[src/rtl/tt_sel_pkg.sv]
// Shared types and default widths for the design-select pad sequencer.
package tt_sel_pkg;

  localparam int ADDR_W_DEF  = 10;
  localparam int PULSE_W_DEF = 8;

  typedef enum logic [2:0] {
    IDLE   = 3'd0,
    RST_LO = 3'd1,
    RST_HI = 3'd2,
    INC_HI = 3'd3,
    INC_LO = 3'd4,
    FINISH = 3'd5
  } sel_state_t;

endpackage

[src/rtl/tt_sel_phase_timer.sv]
// Phase timer: loads T-1, counts down to zero and flags the last cycle of a phase.
module tt_sel_phase_timer #(
  parameter int PULSE_W = 8
) (
  input  logic               clk,
  input  logic               rst,
  input  logic               load,
  input  logic [PULSE_W-1:0] load_val,
  output logic               expired
);

  logic [PULSE_W-1:0] count;

  // Holding at zero keeps expired asserted until the next load.
  always_ff @(posedge clk) begin
    if (rst) begin
      count <= '0;
    end else if (load) begin
      count <= load_val;
    end else if (count != '0) begin
      count <= count - 1'b1;
    end
  end

  assign expired = (count == '0);

endmodule

[src/rtl/tt_sel_seq.sv]
// Drives the design-select pads: timed selector reset, req_addr increment
// pulses, then optional design enable.
module tt_sel_seq
  import tt_sel_pkg::*;
#(
  parameter int ADDR_W  = ADDR_W_DEF,
  parameter int PULSE_W = PULSE_W_DEF
) (
  input  logic               clk,
  input  logic               rst,
  input  logic               req_valid,
  output logic               req_ready,
  input  logic [ADDR_W-1:0]  req_addr,
  input  logic               req_ena,
  input  logic [PULSE_W-1:0] half_period,
  input  logic               abort,
  output logic               ctrl_sel_rst_n,
  output logic               ctrl_sel_inc,
  output logic               ctrl_ena,
  output logic               busy,
  output logic               done,
  output logic [ADDR_W-1:0]  cur_addr
);

  sel_state_t         state;
  logic [ADDR_W-1:0]  remaining;
  logic [PULSE_W-1:0] t_m1;
  logic               ena_q;
  logic [PULSE_W-1:0] hp_m1;
  logic               timer_load;
  logic [PULSE_W-1:0] timer_val;
  logic               timer_expired;

  // half_period of 0 is treated as 1, so the loaded count is max(hp,1)-1.
  assign hp_m1 = (half_period == '0) ? '0 : half_period - 1'b1;

  // Reloading every idle cycle and at every expiry starts each phase with T-1.
  assign timer_load = (state == IDLE) || timer_expired;
  assign timer_val  = (state == IDLE) ? hp_m1 : t_m1;

  tt_sel_phase_timer #(.PULSE_W(PULSE_W)) u_timer (
    .clk      (clk),
    .rst      (rst),
    .load     (timer_load),
    .load_val (timer_val),
    .expired  (timer_expired)
  );

  assign busy      = (state != IDLE);
  assign req_ready = (state == IDLE);

  always_ff @(posedge clk) begin
    if (rst) begin
      state          <= IDLE;
      ctrl_sel_rst_n <= 1'b1;
      ctrl_sel_inc   <= 1'b0;
      ctrl_ena       <= 1'b0;
      done           <= 1'b0;
      cur_addr       <= '0;
      remaining      <= '0;
      t_m1           <= '0;
      ena_q          <= 1'b0;
    end else begin
      done <= 1'b0;
      if (abort) begin
        // Abort beats any accept; cur_addr keeps the completed pulse count.
        state          <= IDLE;
        ctrl_sel_rst_n <= 1'b1;
        ctrl_sel_inc   <= 1'b0;
        ctrl_ena       <= 1'b0;
      end else begin
        case (state)
          IDLE: begin
            if (req_valid) begin
              ctrl_ena       <= 1'b0;
              ctrl_sel_rst_n <= 1'b0;
              cur_addr       <= '0;
              remaining      <= req_addr;
              t_m1           <= hp_m1;
              ena_q          <= req_ena;
              state          <= RST_LO;
            end
          end
          RST_LO: begin
            if (timer_expired) begin
              ctrl_sel_rst_n <= 1'b1;
              state          <= RST_HI;
            end
          end
          RST_HI, INC_LO: begin
            if (timer_expired) begin
              if (remaining == '0) begin
                state <= FINISH;
              end else begin
                ctrl_sel_inc <= 1'b1;
                state        <= INC_HI;
              end
            end
          end
          INC_HI: begin
            if (timer_expired) begin
              ctrl_sel_inc <= 1'b0;
              cur_addr     <= cur_addr + 1'b1;
              remaining    <= remaining - 1'b1;
              state        <= INC_LO;
            end
          end
          FINISH: begin
            ctrl_ena <= ena_q;
            done     <= 1'b1;
            state    <= IDLE;
          end
          default: state <= IDLE;
        endcase
      end
    end
  end

endmodule

[config.mk]
export PLATFORM = sky130hd
export DESIGN_NAME = tt_sel_seq
export DESIGN_NICKNAME = d
export VERILOG_FILES = /design/src/rtl/tt_sel_pkg.sv /design/src/rtl/tt_sel_phase_timer.sv /design/src/rtl/tt_sel_seq.sv
export SDC_FILE = /design/constraint.sdc
export NUM_CORES = 1
export LEC_CHECK = 0
export ABC_AREA = 1
export ABC_CLOCK_PERIOD_IN_PS = 4170
export CORE_MARGIN = 3
export CORE_UTILIZATION = 47
export DETAILED_ROUTE_END_ITERATION = 8
export PLACE_DENSITY = 0.76
export SETUP_SLACK_MARGIN = 0.2
export SLEW_MARGIN = 20
export SYNTH_ARGS = -nofsm -noshare
export SYNTH_HDL_FRONTEND = slang
export SYNTH_SLANG_ARGS = --single-unit
[constraint.sdc]
create_clock -name clk -period 4.17 [get_ports clk]
set_clock_uncertainty 0.15 [all_clocks]
set_input_delay 1.0425 -clock clk [delete_from_list [all_inputs] [get_ports clk]]
set_output_delay 1.0425 -clock clk [all_outputs]
set_load 0.02 [all_outputs]
==> flow_results.org, run 1 <==
** Power
- Part of the total power dissipated in the clock network :: 0.288
- Switching fraction of total power :: 0.309
- Switching power :: 298 µW
- Internal power summed over all cells :: 666 µW
- Share of power burned in registers :: 0.478
- For this design the static power due to leakage is approximately 1.4 nW.
- Of the total power, combinational logic draws 0.234.
- Dividing total power by cell area gives a power density of just under 300 mW/mm².
- Worst voltage drop across the vdd grid :: about 170 µV

** Logic synthesis
- Ranking of synthesized cells by area :: sky130_fd_sc_hd__dfxtp_1 32%, sky130_fd_sc_hd__nand2_1 16%, sky130_fd_sc_hd__nor2_1 9.9%
- The most used flip-flop cell after synthesis is sky130_fd_sc_hd__dfxtp_1.
- Syn nets :: 466
- Share of synthesized area occupied by flip-flops and latches :: 0.321
- Most instantiated cells after synthesis :: 115 x sky130_fd_sc_hd__nand2_1, 72 x sky130_fd_sc_hd__nor2_1, 51 x sky130_fd_sc_hd__inv_1
- Distinct cell type count of the synthesized netlist :: 32
- Of the post-synthesis cell area, the dominant cell type holds 0.321.
- Post-Synthesis Cell Area :: between 0.002 and 0.003 mm²
- sky130_fd_sc_hd__dfxtp_1 takes more of the synthesized area than any other cell.
- Yosys printed 0 warnings.
- Fraction of registers with async set/reset :: 0
- The synthesized design contains 0 enable-type register cells.
- Among all cell types in the netlist, the one instantiated most often is sky130_fd_sc_hd__nand2_1.
- Synthesis produced a netlist whose cell count is about 440.
- Post-Syn Area per Cell :: between 6 and 7 µm²
- Counting flops and latches in the post-synthesis netlist gives 44.

** Status
- The run finished with clean final reports.

** Final layout
- Area overhead of the layout relative to synthesis :: 18.2%
- Share of layout cells above drive strength 1 :: 0.0529
- Antenna diode instance count :: 0
- Number of filler cells placed in the layout :: ~540
- Final std cells w/o fill :: about 550
- Net count reported at finish :: about 500

** Worst setup path
- On the critical path the largest part of the delay comes from buffers and inverters.
- Counting both buffers and inverters, the worst setup path holds a total of 2.
- Crit-path slowest cell :: sky130_fd_sc_hd__clkdlybuf4s50_1
- Arrival time reported for the critical path endpoint :: roughly 1.9 ns
- Setup crit start kind :: flop
- Required arrival time at the worst endpoint :: 2.98 ns
- STA classifies the critical path endpoint as a primary output.
- For this run, the slowest stage of the critical path takes roughly 0.66 ns.
- Maximum fanout along the worst path :: 13
- Series of cell instances along the critical path :: nor2_4, nand2_4, inv_2, clkdlybuf4s50_1
- The worst setup path is of the flop to primary output kind.

** Routing
- In the final routed layout, each cell accounts on average for ~12 µm.
- The final layout contains routed wiring with a total length of ~6300 µm.
- Number of vias per cell after detailed routing :: a little over 5
- The routed layout has around 2800 vias.
- Number of detailed-route iterations in the first pass :: 4
- Iteration-0 DRC count of the detailed router :: approximately 220
- Antenna Nets Post-Route :: 0
- Drc violations :: 0

** GRT
- First-pass GRT wire length :: a little over 10000 µm
- Antenna violations before repair :: 0
- Combined global-route utilization of all metal layers :: 0.194
- Congestion Overflow GR :: 0
- The number of global-route vias before repair is roughly 2400.
- Largest net degree at the start of global routing :: 27

** Timing
- In the final timing run, aggregate negative setup slack is 0 ns.
- Fin Hold WS :: between 0.3 and 0.4 ns
- Final hold vios :: 0
- At the pin with the least slew margin, the transition time is roughly 0.5 ns.
- The max-slew violation total from the final report was 0.
- Worst setup margin :: roughly 1.1 ns
- Setup violations remaining at the end of the flow were counted as 0.
- Fmax :: between 300 and 400 MHz
- The worst pin sits at a relative slew slack of 0.674.
- Dividing the final minimum period by the clock period gives 0.737.
- Setup repair after global routing left no endpoint under its margin.
- Minimum clock period :: a little over 3 ns

** Place
- Setup slack after placement :: about 1.4 ns
- Input and output buffers added on the ports amount to 38.
- Routability congestion estimate :: between 0.9 and 1
- Hpwl dp :: 4590 µm
- In this run, placement finished with an instance count of 537.

** Clock network
- The clock reaches the later pin of the worst-skew pair after a little under 0.3 ns.
- The number of gates resized after CTS was 0.
- The clock tree synthesis step divided the H-tree into 2 levels.
- Clock net sink count :: 44
- Max Root-Sink Buffers :: 2
- TritonCTS clock tree :: built
- For this design, the CTS-stage hold fixing added 0 buffers.
- Buffer count from post-CTS setup fixing :: 0
- Cell chosen for the clock root :: sky130_fd_sc_hd__clkbuf_8
- Clock tree synthesis inserted a total of 5 buffers.
- CTS clock-pin slew for the worst setup and hold paths :: 0.08 ns

** Die
- Floorplan die area :: roughly 0.0068 mm²
- The initial utilization of the core area, before any placement, comes to 0.492.
- # rows :: 27
- The die is between 80 and 90 µm tall.
- Measured along the x axis, the die boundary spans 82.4 µm.
- Top-level port count :: 39
- The region available for standard cell placement spans roughly 0.0056 mm².

** Job
- Across the run, the number of max-cap violations was 0.

** Min path
- In this run the worst hold path is classified as flop to flop.
[logic make-up after synthesis]
kind of cell,synth area share
AOI/OAI and AO/OA,0.128
xor gates and xnor gates,0.0160
adders and majority gates,0.0320
buffers and inverters,0.102
DFF,0.321
muxes,0.00365
and+or+nand+nor,0.397
[through the flow]
step                      power (mW)  cell area [µm²]   util
after CTS                      0.967             3240  0.581
final                          0.964             3240  0.581
after floorplan                0.634             2740      -
after detailed placement       0.694             3150  0.565
after global placement         0.689             3150  0.565
after global routing            1.02             3240  0.581
[cell type report]
class / count / area, µm² / share of cell area
multi-input combinational: 326 / 1580 / 0.488
sequential: 44 / 881 / 0.272
timing repair buffer: 39 / 388 / 0.120
inverter: 56 / 210 / 0.0649
clock buffer: 8 / 90.1 / 0.0278
tap: 72 / 90.1 / 0.0278
[cells in the final DEF (no fill, tap or decap), types with 6 or more instances in the layout]
| cell | instances |
|---|---|
| sky130_fd_sc_hd__nand2_1 | 115 |
| sky130_fd_sc_hd__nor2_1 | 72 |
| sky130_fd_sc_hd__inv_1 | 51 |
| sky130_fd_sc_hd__dfxtp_1 | 44 |
| sky130_fd_sc_hd__nand3_1 | 39 |
| sky130_fd_sc_hd__clkdlybuf4s50_1 | 38 |
| sky130_fd_sc_hd__a21oi_1 | 31 |
| sky130_fd_sc_hd__o21ai_0 | 27 |
| sky130_fd_sc_hd__ha_1 | 7 |
| sky130_fd_sc_hd__clkbuf_8 | 6 |
[path summary, 6_finish.rpt]
kind	from	to	slack (ns)	cells past startpoint
worst max-delay path	state[0]	req_ready	1.09	4
worst min-delay path	remaining[6]	remaining[6]	0.33	2
worst max register to register	u_timer.count[0]	cur_addr[9]	2.09	10
worst min register to register	remaining[6]	remaining[6]	0.33	2
[state kept, by name (all words and copies together) (netlist names)]
signal	flops
t_m1	8
state	3
ctrl_sel_inc	1
done	1
ctrl_sel_rst_n	1
cur_addr	10
remaining	10
ena_q	1
ctrl_ena	1
u_timer.count	8
[layer usage]
metal	global-route usage	routed length [µm]	vias to the layer above
li1	-	-	1453
met4	0.0498	68	0
met3	0.0466	385	6
met5	0	0	-
met1	0.267	2970	1248
met2	0.304	2850	75
[worst reg2reg max path: stages (launching register included)]
cell,delay (ns)
sky130_fd_sc_hd__dfxtp_1,0.30
sky130_fd_sc_hd__inv_1,0.15
sky130_fd_sc_hd__ha_1,0.18
sky130_fd_sc_hd__nand3_1,0.11
sky130_fd_sc_hd__nor2_4,0.29
sky130_fd_sc_hd__nor2_4,0.08
sky130_fd_sc_hd__nor2_8,0.29
sky130_fd_sc_hd__inv_2,0.20
sky130_fd_sc_hd__nor2_1,0.14
sky130_fd_sc_hd__nor2_1,0.04
sky130_fd_sc_hd__nor2_1,0.07
[power groups by stage]
stage / Combinational (mW) / Clock [mW] / Sequential [mW]
final: 0.225 / 0.277 / 0.461
after global routing: 0.257 / 0.300 / 0.464
after global placement: 0.219 / 0 / 0.470
after floorplan: 0.167 / 0 / 0.467
after detailed placement: 0.223 / 0 / 0.470
after CTS: 0.224 / 0.282 / 0.461
Note: power is estimated with default switching activity, not from simulation.
==> inputs of run 2 (changes only) <==
--- a/config.mk
+++ b/config.mk
@@ -6,7 +6,7 @@
 export NUM_CORES = 1
 export LEC_CHECK = 0
 export ABC_AREA = 1
-export ABC_CLOCK_PERIOD_IN_PS = 4170
+export ABC_CLOCK_PERIOD_IN_PS = 3100
 export CORE_MARGIN = 3
 export CORE_UTILIZATION = 47
 export DETAILED_ROUTE_END_ITERATION = 8
==> constraint.sdc (replaced) <==
create_clock -name clk -period 3.1 [get_ports clk]
set_clock_uncertainty 0.15 [all_clocks]
set_input_delay 0.775 -clock clk [delete_from_list [all_inputs] [get_ports clk]]
set_output_delay 0.775 -clock clk [all_outputs]
set_load 0.02 [all_outputs]
==> run 2 against run 1 <==
Effect of this change:
- via count fell by 2.4%
- combinational power rose by 34%
- critical path depth did not move
- power rose by 34%
- global-route usage rose by 0.11 points
- largest power group unchanged
- routed wire length rose by 1.5%
- highest routed layer unchanged
- cell area barely moved
- worst setup slack got worse by 0.81 ns
- die area did not move
- sequential cell count did not move
==> flow_results.org, run 2 (synthesis results as in run 1) <==
** Status
- Result of the run: finished clean (unchanged).

** Clock network
- Cell chosen for the clock root :: sky130_fd_sc_hd__clkbuf_8 (unchanged)
- The number of buffers created by CTS was 5 (unchanged).
- The hold buffer count at CTS is 0 (unchanged).
- The largest buffer count on any clock path came to 2 (unchanged).
- The number of clock sinks seen by CTS is 44 (unchanged).
- The latest clock arrival within the worst-skew pair is 0.29 ns (about the same).
- The number of H-tree branching levels was 2 (unchanged).
- Buffer count from post-CTS setup fixing :: 0 (unchanged)
- Cts repair resizes :: 0 (unchanged)
- CTS clock-pin slew for the worst setup and hold paths :: 0.09 ns (was 0.08 ns)
- The CTS tree is built (unchanged).

** Place
- Routability congestion estimate :: 0.857 (was 0.912)
- The number of buffers inserted by port buffering was 38 (unchanged).
- Hpwl dp :: 4740 µm (was 4590 µm)
- Setup slack after placement :: 0.517 ns (was 1.37 ns)

** Die
- The standard cell core area came to 0.00557 mm² (unchanged).
- # rows :: 27 (unchanged)
- The horizontal extent of the die came to 82.4 µm (unchanged).
- The starting density of the core is 0.492 (unchanged).
- Die Ht :: 82.4 µm (unchanged)
- Top-level port count :: 39 (unchanged)
- Floorplan die area :: 0.00678 mm² (unchanged)

** Power
- Power Dens Cells :: 399 mW/mm² (was 298 mW/mm²)
- Switching fraction of total power :: 0.311 (was 0.309)
- Share of power burned in registers :: 0.480 (was 0.478)
- Worst voltage drop across the vdd grid :: 236 µV (was 169 µV)
- Power Total :: 1.29 mW (was 964 µW)
- The power share of the clock group is 0.287 (was 0.288).
- The logic gate share of total power was 0.234 (about the same).
- The cell internal power dissipation was 892 µW (was 666 µW).
- The net switching power of the design is 402 µW (was 298 µW).
- Static Leak :: 1.39 nW (about the same)

** Min path
- Start point of the worst hold path :: remaining[6] (unchanged)
- The worst hold path cell count came to 2 (unchanged).
- Worst Hold End :: remaining[6] (unchanged)
- The worst hold-check path type is flop to flop (unchanged).

** GRT
- Antenna violations before repair :: 0 (unchanged)
- The number of global-route vias before repair was 2404 (was 2355).
- The total global routing track utilization is 0.195 (was 0.194).
- Largest net degree at the start of global routing :: 27 (unchanged)
- The final global-route overflow total came to 0 (unchanged).
- The first-pass GRT wire length is 10500 µm (was 10300 µm).

** Final layout
- The area overhead of the layout relative to synthesis was 18.3% (was 18.2%).
- The footprint of the multi-input gates was 0.00158 mm² (unchanged).
- Reg area :: 881 µm² (unchanged)
- The final net count came to 502 (unchanged).
- Antenna diode instance count :: 0 (unchanged)
- The share of post-route cells with drive strength above 1 was 0.0571 (was 0.0529).
- Registers with the most flip-flops: cur_addr x10, remaining x10 (unchanged).
- The filler cell count was 552 (was 541).
- Most frequent standard cell in the layout excluding fill and tap cells :: sky130_fd_sc_hd__nand2_1 (unchanged)
- Commonest cells after routing, fill and taps aside: 115 x sky130_fd_sc_hd__nand2_1, 72 x sky130_fd_sc_hd__nor2_1, 51 x sky130_fd_sc_hd__inv_1 (unchanged).

** Timing
- The final hold slack came to 0.326 ns (was 0.330 ns).
- The actual transition at the worst max-transition pin was 0.490 ns (was 0.486 ns).
- The max-slew violation total from the final report came to 0 (unchanged).
- The number of failing setup endpoints in the final timing report came to 0 (unchanged).
- The post-layout worst setup margin is 0.290 ns (was 1.09 ns).
- Worst rel slew slack :: 0.671 (was 0.674)
- Static timing analysis puts the maximum clock frequency at 356 MHz.
- The count of endpoints failing hold in the final timing report is 0 (unchanged).
- Minimum clock period :: ~2.8 ns
- Tcrit/Tclk final :: 0.906
- The final sum of negative setup slack is 0 ns (unchanged).
- RSZ-0062 raised after global routing: false (unchanged).

** Routing
- Drc violations :: 0 (unchanged)
- Post-Route WL :: 6370 µm (was 6270 µm)
- Detailed-route via count :: 2716 (was 2782)
- The remaining antenna violation count was 0 (unchanged).
- Per-cell routed wire length :: 11.7 µm (was 11.5 µm)
- The detailed-router iteration count before antenna repair is 4 (unchanged).
- Iteration-0 DRC count of the detailed router :: 139 (was 224)
- The per-cell via count in the routed design is 4.98 (was 5.10).

** Worst setup path
- Setup crit start kind :: flop (unchanged)
- The critical path endpoint category was a primary output (unchanged).
- Critical path type :: flop to primary output (unchanged)
- The data required time of the worst path came to 2.17 ns (was 2.98 ns).
- Startpoint of the worst register-to-register path :: u_timer.count[0] (unchanged)
- The worst-case reg-to-reg path depth is 10 (unchanged).
- Arrival time reported for the critical path endpoint :: 1.89 ns (was 1.88 ns)
- The flop-to-flop setup slack came to 1.03 ns (was 2.09 ns).
- The top fanout value on the critical path came to 13 (unchanged).
- RR Endpoint :: cur_addr[9] (unchanged)

** Job
- Max-Cap Viols :: 0 (unchanged)
[run 2: cell count changes in the layout (fill, tap and decap cells not counted), sizes merged]
| cell | change |
|---|---|
| clkbuf | -2 |
| clkinv | +2 |
[run 2: final cells by class]
cell class                 instances  share of cell area
inverter                          56              0.0649
sequential                        44               0.272
clock inverter                     2             0.00309
tap                               72              0.0278
clock buffer                       6              0.0255
timing repair buffer              39               0.120
multi-input combinational        326               0.487
[run 2: routing by layer]
| metal | vias to the layer above | GRT usage | wire length [µm] |
|---|---|---|---|
| li1 | 1455 | - | - |
| met5 | - | 0 | 0 |
| met4 | 0 | 0.0498 | 54 |
| met3 | 4 | 0.0293 | 230 |
| met1 | 1212 | 0.265 | 3230 |
| met2 | 45 | 0.323 | 2850 |
[run 2: power groups by stage]
| stage | Clock (mW) | Sequential, mW | Combinational, mW |
|---|---|---|---|
| global placement | 0 | 0.632 | 0.294 |
| global route | 0.401 | 0.625 | 0.344 |
| floorplan | 0 | 0.629 | 0.224 |
| detailed placement | 0 | 0.633 | 0.300 |
| CTS | 0.382 | 0.620 | 0.301 |
| finish | 0.371 | 0.620 | 0.302 |
[run 2: how the worst max path moves through the flow]
| stage | from | endpoint | slack (ns) | cells past startpoint |
|---|---|---|---|---|
| after floorplan | state[0] | req_ready | 1.19 | 4 |
| after global placement | half_period[2] | u_timer.count[2] | 0.54 | 9 |
| after detailed placement | half_period[2] | u_timer.count[2] | 0.52 | 9 |
| after CTS | state[0] | req_ready | 0.28 | 4 |
| after global routing | state[0] | req_ready | 0.20 | 4 |
| final | state[0] | req_ready | 0.29 | 4 |
[run 2: worst max-delay path: stages (launching register included)]
cell and delay, ns:
sky130_fd_sc_hd__dfxtp_1 0.39, sky130_fd_sc_hd__nor2_4 0.19, sky130_fd_sc_hd__nand2_4 0.12, sky130_fd_sc_hd__inv_2 0.23
sky130_fd_sc_hd__clkdlybuf4s50_1 0.66
[run 2: stage by stage]
| stage | area (µm²) | utilization | instances |
|---|---|---|---|
| final | 3240 | 0.581 | 545 |
| after global routing | 3240 | 0.581 | 545 |
| after CTS | 3240 | 0.581 | 545 |
| after detailed placement | 3150 | 0.565 | 537 |
| after global placement | 3150 | 0.565 | 537 |
| after floorplan | 2740 | - | 436 |
==> inputs of run 3 (changes only) <==
--- a/config.mk
+++ b/config.mk
@@ -6,7 +6,6 @@
 export NUM_CORES = 1
 export LEC_CHECK = 0
 export ABC_AREA = 1
-export ABC_CLOCK_PERIOD_IN_PS = 3100
 export CORE_MARGIN = 3
 export CORE_UTILIZATION = 47
 export DETAILED_ROUTE_END_ITERATION = 8
==> results of run 3 <==
Same layout as run 2: the final DEF is identical, and so are final timing and power.
